**src/rtl/exp5_uc.sv**
```systemverilog
`default_nettype none
// ============================================================================
//  Module      : exp5_uc
//  Description : Sonar sweep control unit. Every 2 s tick it fires one
//                HC-SR04 measurement, streams the 8-char "aaa,ddd#" frame
//                over the serial TX, then advances the servo angle. Echo
//                timeouts are retried; an angle is skipped (sticky error
//                flag raised) after MAX_TENT consecutive timeouts.
//  Revision    : 1.0  initial release
// ============================================================================
module exp5_uc #(
  parameter int MAX_TENT = 3
) (
  input  logic       clock_i,
  input  logic       reset_i,
  input  logic       ligar_i,
  input  logic       dois_segundos_i,
  input  logic       pronto_medida_i,
  input  logic       timeout_echo_i,
  input  logic       pronto_transmissao_i,
  input  logic       fim_serial_i,
  output logic       reset_circuito_o,
  output logic       medir_o,
  output logic       zera_timeout_echo_o,
  output logic       conta_timeout_echo_o,
  output logic       partida_serial_o,
  output logic       conta_ascii_o,
  output logic       conta_angulo_o,
  output logic       erro_medida_o,
  output logic       fim_posicao_o,
  output logic [3:0] db_estado_o
);

  // State codes double as the debug code on db_estado_o.
  typedef enum logic [3:0] {
    S_INICIAL     = 4'd0,
    S_PREPARA     = 4'd1,
    S_ESPERA      = 4'd2,
    S_MEDE        = 4'd3,
    S_AGUARDA_MED = 4'd4,
    S_TIMEOUT     = 4'd5,
    S_TRANSMITE   = 4'd6,
    S_AGUARDA_TX  = 4'd7,
    S_PROX_CHAR   = 4'd8,
    S_ERRO        = 4'd9,
    S_PROX_ANGULO = 4'd10
  } state_t;

  // Retry limit narrowed to the width of the attempt counter.
  localparam logic [2:0] C_MAX_TENT = 3'(MAX_TENT);

  state_t     state_q, state_d;
  logic [2:0] tentativas_q, tentativas_d;
  logic       erro_q, erro_d;
  logic [2:0] tentativas_inc_w;

  assign tentativas_inc_w = tentativas_q + 3'd1;

  // State, attempt counter and sticky error flag registers.
  always_ff @(posedge clock_i) begin
    if (reset_i) begin
      state_q      <= S_INICIAL;
      tentativas_q <= 3'd0;
      erro_q       <= 1'b0;
    end else begin
      state_q      <= state_d;
      tentativas_q <= tentativas_d;
      erro_q       <= erro_d;
    end
  end

  // Next-state logic plus attempt/error bookkeeping on specific transitions.
  always_comb begin
    state_d      = state_q;
    tentativas_d = tentativas_q;
    erro_d       = erro_q;
    case (state_q)
      S_INICIAL: begin
        if (ligar_i) state_d = S_PREPARA;
      end
      S_PREPARA: begin
        tentativas_d = 3'd0;
        erro_d       = 1'b0;
        state_d      = S_ESPERA;
      end
      // Only place (besides INICIAL) where dropping ligar takes effect, so an
      // in-flight measurement or frame is never cut short.
      S_ESPERA: begin
        if (!ligar_i)             state_d = S_INICIAL;
        else if (dois_segundos_i) state_d = S_MEDE;
      end
      S_MEDE: begin
        state_d = S_AGUARDA_MED;
      end
      // A valid measurement beats a simultaneous timeout.
      S_AGUARDA_MED: begin
        if (pronto_medida_i) begin
          tentativas_d = 3'd0;
          erro_d       = 1'b0;
          state_d      = S_TRANSMITE;
        end else if (timeout_echo_i) begin
          state_d = S_TIMEOUT;
        end
      end
      S_TIMEOUT: begin
        tentativas_d = tentativas_inc_w;
        if (tentativas_inc_w == C_MAX_TENT) state_d = S_ERRO;
        else                                state_d = S_MEDE;
      end
      S_TRANSMITE: begin
        state_d = S_AGUARDA_TX;
      end
      S_AGUARDA_TX: begin
        if (pronto_transmissao_i) state_d = S_PROX_CHAR;
      end
      // fim_serial is looked at before the selector wraps back to zero, so
      // the last character is still sent before leaving the frame loop.
      S_PROX_CHAR: begin
        if (fim_serial_i) state_d = S_PROX_ANGULO;
        else              state_d = S_TRANSMITE;
      end
      S_ERRO: begin
        erro_d       = 1'b1;
        tentativas_d = 3'd0;
        state_d      = S_PROX_ANGULO;
      end
      S_PROX_ANGULO: begin
        state_d = S_ESPERA;
      end
      default: begin
        state_d = S_INICIAL;
      end
    endcase
  end

  // Moore output decode: every strobe is a pure function of the current state.
  always_comb begin
    reset_circuito_o     = 1'b0;
    medir_o              = 1'b0;
    zera_timeout_echo_o  = 1'b0;
    conta_timeout_echo_o = 1'b0;
    partida_serial_o     = 1'b0;
    conta_ascii_o        = 1'b0;
    conta_angulo_o       = 1'b0;
    fim_posicao_o        = 1'b0;
    case (state_q)
      S_PREPARA: begin
        reset_circuito_o    = 1'b1;
        zera_timeout_echo_o = 1'b1;
      end
      S_MEDE: begin
        medir_o             = 1'b1;
        zera_timeout_echo_o = 1'b1;
      end
      S_AGUARDA_MED: conta_timeout_echo_o = 1'b1;
      S_TIMEOUT:     zera_timeout_echo_o  = 1'b1;
      S_TRANSMITE:   partida_serial_o     = 1'b1;
      S_PROX_CHAR:   conta_ascii_o        = 1'b1;
      S_PROX_ANGULO: begin
        conta_angulo_o = 1'b1;
        fim_posicao_o  = 1'b1;
      end
      default: ;
    endcase
  end

  assign erro_medida_o = erro_q;
  assign db_estado_o   = state_q;

endmodule
`default_nettype wire

```
**config.mk**
```make
export PLATFORM = sky130hd
export DESIGN_NAME = exp5_uc
export DESIGN_NICKNAME = d
export VERILOG_FILES = /design/src/rtl/exp5_uc.sv
export SDC_FILE = /design/constraint.sdc
export NUM_CORES = 1
export LEC_CHECK = 0
export ABC_CLOCK_PERIOD_IN_PS = 3450
export CORE_MARGIN = 8
export CORE_UTILIZATION = 35
export DETAILED_ROUTE_END_ITERATION = 7
export HOLD_SLACK_MARGIN = 0.06
export PLACE_DENSITY = 0.63
export SLEW_MARGIN = 20
export SYNTH_ARGS = -nofsm -noshare
export SYNTH_HDL_FRONTEND = slang
export SYNTH_SLANG_ARGS = --single-unit
```
**constraint.sdc**
```tcl
create_clock -name clock_i -period 3.45 [get_ports clock_i]
set_clock_uncertainty 0.1 [all_clocks]
set_input_delay 0.5175 -clock clock_i [delete_from_list [all_inputs] [get_ports clock_i]]
set_output_delay 0.5175 -clock clock_i [all_outputs]
set_load 0.05 [all_outputs]
```
# == Word level (Yosys, flattened, before mapping) ==
# Index checks and enable logic that the tools add are counted.
# word_totals
out_inout_bits,13
wordCells,49
regBits,8
inputBits,8
# op_classes
eq_ne,16
n_addsub,1
n_mux,20
n_reduce_logical,9
# ops
op,n
one-hot mux 4 bit (10 select lines),1
2-to-1 mux 4 bit,8
"equality test 4 x 3 -> 1 bit, second input constant",4
"equality test 4 bit, second input constant",3
one-hot mux 3 bit (3 select lines),1
"equality test 4 x 2 -> 1 bit, second input constant",2
2-to-1 mux 1 bit,8
"!= test 2 bit, second input constant",3
"!= test 3 bit, second input constant",2
nonzero test 3 bit,2
"equality test 4 x 1 -> 1 bit, second input constant",1
logical NOT 4 bit,1
AND reduction 2 bit,2
AND reduction 4 bit,1
OR reduction 2 bit,2
"adder 3 x 1 -> 3 bit, second input constant",1
"equality test 3 x 2 -> 1 bit, second input constant",1
2-to-1 mux 3 bit,1
one-hot mux 1 bit (3 select lines),1
OR reduction 3 bit,1

# == Depth between registers and ports, before layout ==
# depth
depth_word,4
mapped_depth,7
ltp_nobuf,7

# == Least setup slack after synthesis ==
# No wires, ideal clock.
# synth_timing
kind,register -> output
startpoint,"register state_q[1], in the netlist db_estado_o[1]"
endpoint,output fim_posicao_o
required_time_ns,2.832
arrival_time_ns,2.501
path_buffers,3
stages_incl_launch_ff,6
path_slack_ns,0.331
path_cell_list,dfxtp_1 buf_6 clkbuf_8 nand2_1 nor3_1 buf_4
# synth_via
elab_chain_cells,2
# synth_rtl
element,line_no,source
from (decl),52,"state_t state_q, state_d;"
from (signal assigned),66,state_q <= state_d;
equality test 4 bit,n/a,
2-to-1 mux 1 bit,n/a,
to (decl),30,"output logic fim_posicao_o,"
# Every way passes these cells.

# == Final worst setup path ==
# layout_timing
startpoint,"register state_q[1], in the netlist db_estado_o[1]"
endpoint,output medir_o
# layout_via
elab_chain_cells,2
# layout_rtl
element,line_no,source
equality test 4 x 2 -> 1 bit,146,case (state_q)
2-to-1 mux 1 bit,146,
to (decl),23,"output logic medir_o,"
# Every way passes these cells.

==> impl_results.html <==
<table>
<tr><th>Metric</th><th>Value</th></tr>
<tr><th colspan="2">Setup path</th></tr>
<tr><td>Data arrival time of the critical path</td><td>2240 ps</td></tr>
<tr><td>Number of cells on the critical path</td><td>3</td></tr>
<tr><td>Bufs and invs on worst path</td><td>1</td></tr>
<tr><td>Slowest stage cell, crit path</td><td>clkdlybuf4s50_1</td></tr>
<tr><td>Cells along the critical path</td><td>or2b_2 &gt; nor2_1 &gt; clkdlybuf4s50_1</td></tr>
<tr><td>Worst R2R Path Depth</td><td>5</td></tr>
<tr><td>Capturing element type of the critical path</td><td>primary output</td></tr>
<tr><td>Top delay family on crit path</td><td>buffers and inverters</td></tr>
<tr><td>Peak per-stage delay on the critical path</td><td>810 ps</td></tr>
<tr><td>Data required, critical path</td><td>2830 ps</td></tr>
<tr><td>Kind of critical path</td><td>register to primary output</td></tr>
<tr><td>Maximum fanout along the worst path</td><td>21</td></tr>
<tr><td>Sort of element at the start of the critical path</td><td>register</td></tr>
<tr><th colspan="2">Cells and area</th></tr>
<tr><td>Count of antenna diodes in the layout</td><td>0</td></tr>
<tr><td>Ratio of cells with drive above 1 in the final layout</td><td>13.3%</td></tr>
<tr><td>Total Nets Final</td><td>117</td></tr>
<tr><td>Post-route non-filler standard cell count</td><td>132</td></tr>
<tr><td>Final core utilization</td><td>46.6%</td></tr>
<tr><td>Final std cell area, no fill</td><td>877 um^2</td></tr>
<tr><td>Post-synthesis to final-layout area growth</td><td>29.6%</td></tr>
<tr><th colspan="2">Yosys</th></tr>
<tr><td>Post-synthesis sequential element count</td><td>8</td></tr>
<tr><td>Post-synth design cell area</td><td>677 um^2</td></tr>
<tr><td>Primary flip-flop cell chosen by synthesis mapping</td><td>dfxtp_1</td></tr>
<tr><td>Synthesis Warnings</td><td>0</td></tr>
<tr><td>Sequential fraction of the synthesis area</td><td>23.7%</td></tr>
<tr><td>Share of async-settable or async-resettable flops after synthesis</td><td>0%</td></tr>
<tr><td>Distinct cell type count of the synthesized netlist</td><td>34</td></tr>
<tr><td>Number of synthesized flops with an enable pin</td><td>0</td></tr>
<tr><td>Per-instance average area after synthesis</td><td>7.61 um^2</td></tr>
<tr><td>Number of standard cells after synthesis</td><td>89</td></tr>
<tr><td>Net Count, Synth</td><td>99</td></tr>
<tr><th colspan="2">Power and ir drop</th></tr>
<tr><td>Power after layout</td><td>601 uW</td></tr>
<tr><td>Worst IR drop on VDD</td><td>0.336 mV</td></tr>
<tr><td>PwrDens</td><td>686 nW/um^2</td></tr>
<tr><td>Static leakage</td><td>0.316 nW</td></tr>
<tr><th colspan="2">Place</th></tr>
<tr><td>Worst slack at placement</td><td>885 ps</td></tr>
<tr><td>Buffers on Ports</td><td>20</td></tr>
<tr><td>RePlAce Congestion</td><td>0.825</td></tr>
<tr><td>Number of cells after detailed placement</td><td>129</td></tr>
<tr><td>Estimated wirelength of the detail-placed design</td><td>1280 um</td></tr>
<tr><td>Area post-placement</td><td>855 um^2</td></tr>
<tr><th colspan="2">Timing</th></tr>
<tr><td>Hold Slack</td><td>397 ps</td></tr>
<tr><td>FMAX</td><td>351 MHz</td></tr>
<tr><td>Final setup violation count</td><td>0</td></tr>
<tr><td>Total count of hold-check failures in the final report</td><td>0</td></tr>
<tr><td>Worst setup margin</td><td>597 ps</td></tr>
<tr><td>Unrepaired setup endpoints after global routing</td><td>false</td></tr>
<tr><td>Measured slew at the worst slew-check pin</td><td>610 ps</td></tr>
<tr><td>Final worst-path cycle share</td><td>82.7%</td></tr>
<tr><td>Relative slew slack</td><td>59.3%</td></tr>
<tr><td>Final-layout setup total negative slack</td><td>0 ps</td></tr>
<tr><td>Tmin final</td><td>2850 ps</td></tr>
<tr><td>Max Transition Viols Final</td><td>0</td></tr>
<tr><th colspan="2">Worst hold path</th></tr>
<tr><td>Worst hold-check path type</td><td>register to register</td></tr>
<tr><td>Cell depth of the worst min-delay path</td><td>2</td></tr>
<tr><th colspan="2">Die</th></tr>
<tr><td>Floorplan row count</td><td>16</td></tr>
<tr><td>Number of I/O pins</td><td>21</td></tr>
<tr><td>DIE AREA</td><td>3600 um^2</td></tr>
<tr><td>Total core area</td><td>1880 um^2</td></tr>
<tr><td>Starting density of the core</td><td>36.0%</td></tr>
<tr><td>Height of the die</td><td>60.0 um</td></tr>
<tr><td>Die width</td><td>60.0 um</td></tr>
<tr><th colspan="2">CTS</th></tr>
<tr><td>Post-CTS Hold Buffers</td><td>0</td></tr>
<tr><td>Clock network latency to the later pin of the worst-skew pair</td><td>250 ps</td></tr>
<tr><td>Root buffer cell</td><td>clkbuf_4</td></tr>
<tr><td>Total setup buffers inserted after CTS</td><td>0</td></tr>
<tr><td>Clock Path Buffers</td><td>2</td></tr>
<tr><td>Number of levels in the clock H-tree</td><td>1</td></tr>
<tr><td>Resized Gates After CTS</td><td>0</td></tr>
<tr><td>Clock buffers created by TritonCTS</td><td>3</td></tr>
<tr><td>Clock-pin slew reported for the worst setup and hold paths after clock tree synthesis</td><td>50 ps</td></tr>
<tr><td>TritonCTS sink count</td><td>8</td></tr>
<tr><td>CTS tree</td><td>done</td></tr>
<tr><th colspan="2">Global route</th></tr>
<tr><td>Routing layer with the top usage in global route</td><td>met2</td></tr>
<tr><td>Initial antenna violation count</td><td>0</td></tr>
<tr><td>GR met3 Demand/Resource</td><td>3.01%</td></tr>
<tr><td>Total overflow reported by the global router</td><td>0</td></tr>
<tr><td>Global-route wire length before repair</td><td>2520 um</td></tr>
<tr><td>Pin count of the biggest net entering global routing</td><td>22</td></tr>
<tr><td>Overall routing resource usage</td><td>9.17%</td></tr>
<tr><td>Met1 usage in global routing</td><td>10.7%</td></tr>
<tr><td>GR Util met2</td><td>14.3%</td></tr>
<tr><td>Number of global-route vias before repair</td><td>579</td></tr>
<tr><th colspan="2">Flow run</th></tr>
<tr><td>Max capacitance violation total</td><td>0</td></tr>
<tr><th colspan="2">Drt</th></tr>
<tr><td>Detailed-router iteration count before antenna repair</td><td>4</td></tr>
<tr><td>Final routed wirelength across all metal layers</td><td>1630 um</td></tr>
<tr><td>Antenna-violating nets left</td><td>0</td></tr>
<tr><td>Per-cell via count in the routed design</td><td>4.98</td></tr>
<tr><td>Via total after detailed routing</td><td>657</td></tr>
<tr><td>DR DRC count</td><td>0</td></tr>
<tr><td>WL/cell</td><td>12.4 um</td></tr>
<tr><td>Detailed router's first-iteration violation count</td><td>12</td></tr>
<tr><th colspan="2">Outcome</th></tr>
<tr><td>Status</td><td>finished, final reports clean</td></tr>
</table>
registers in the layout (all words and copies together), names as in the netlist:
register and flops:
tentativas_q 3, erro_medida_o 1, db_estado_o 4
final timing paths:
path	startpoint	to	slack, ps
worst max-delay path	db_estado_o[1]	medir_o	600
worst max register to register	db_estado_o[1]	db_estado_o[1]	1530
worst min-delay path	tentativas_q[2]	tentativas_q[2]	400
worst min register to register	tentativas_q[2]	tentativas_q[2]	400
worst min-delay path, stage by stage (launching register included):
cell and delay (ps):
dfxtp_1 320, o21ai_0 70, a21oi_1 60
area by class of cell:
type	count	area, um^2
Inverter	6	22.5
Clock buffer	3	22.5
Tap cell	27	33.8
Timing Repair Buffer	21	208
Sequential cell	8	160
Fill cell	205	1000
Multi-Input combinational cell	67	430
power by group:
group	switching, mW	internal [mW]
logic	0.221	0.148
registers	0.0519	0.110
clock network	0.0306	0.0397
cell usage in the layout, fill, tap and decap left out:
cell type / netlist / layout
a2111oi_0: 1 / 1
a2111oi_2: 1 / 1
a211o_2: 1 / 1
a211oi_1: 3 / 3
a21oi_1: 12 / 12
buf_4: 1 / 1
clkbuf_4: 0 / 3
clkdlybuf4s50_1: 0 / 20
dfxtp_1: 8 / 8
ha_1: 2 / 2
inv_1: 6 / 6
mux2i_1: 1 / 1
nand2_1: 3 / 3
nand2b_1: 2 / 2
nand2b_2: 1 / 1
nand3b_1: 2 / 2
nor2_1: 14 / 14
nor2b_1: 1 / 1
nor3_1: 6 / 6
nor3_2: 1 / 1
nor4_1: 1 / 1
nor4_4: 1 / 1
o21ai_0: 3 / 3
o221a_2: 1 / 1
o22ai_1: 1 / 1
o31a_1: 1 / 1
o31ai_1: 1 / 1
or2_1: 2 / 2
or2_2: 1 / 1
or2b_2: 2 / 2
or3_4: 1 / 1
xnor2_1: 1 / 1
routing by layer:
layer / vias to the layer above / share of wire (%)
met4: 0 / 1.9
met3: 4 / 8.6
li1: 346 / -
met5: - / 0
met1: 289 / 48
met2: 18 / 41
cells in the mapped netlist (2+ instances only):
| cell type | count | area, um^2 |
|---|---|---|
| nand3b_1 | 2 | 15.0 |
| nand2_1 | 3 | 11.3 |
| a211oi_1 | 3 | 22.5 |
| or2_1 | 2 | 12.5 |
| ha_1 | 2 | 25.0 |
| or2b_2 | 2 | 17.5 |
| o21ai_0 | 3 | 15.0 |
| nor2_1 | 14 | 52.6 |
| nor3_1 | 6 | 30.0 |
| a21oi_1 | 12 | 60.1 |
| buf_2 | 3 | 15.0 |
| inv_1 | 6 | 22.5 |
| nand2b_1 | 2 | 12.5 |
| dfxtp_1 | 8 | 160 |
| buf_6 | 2 | 22.5 |
kinds of logic (layout without fill, tap and decap cells):
| logic type | count (synthesis) | after routing | share of synthesized area [%] |
|---|---|---|---|
| buf+inv | 14 | 30 | 12.8 |
| flops | 8 | 8 | 23.7 |
| xor+xnor | 1 | 1 | 1.29 |
| fa+ha+maj | 2 | 2 | 3.70 |
| mux | 1 | 1 | 1.48 |
| compound gates | 25 | 25 | 24.4 |
| simple gates | 38 | 38 | 32.7 |
(Power assumes the default switching activity.)
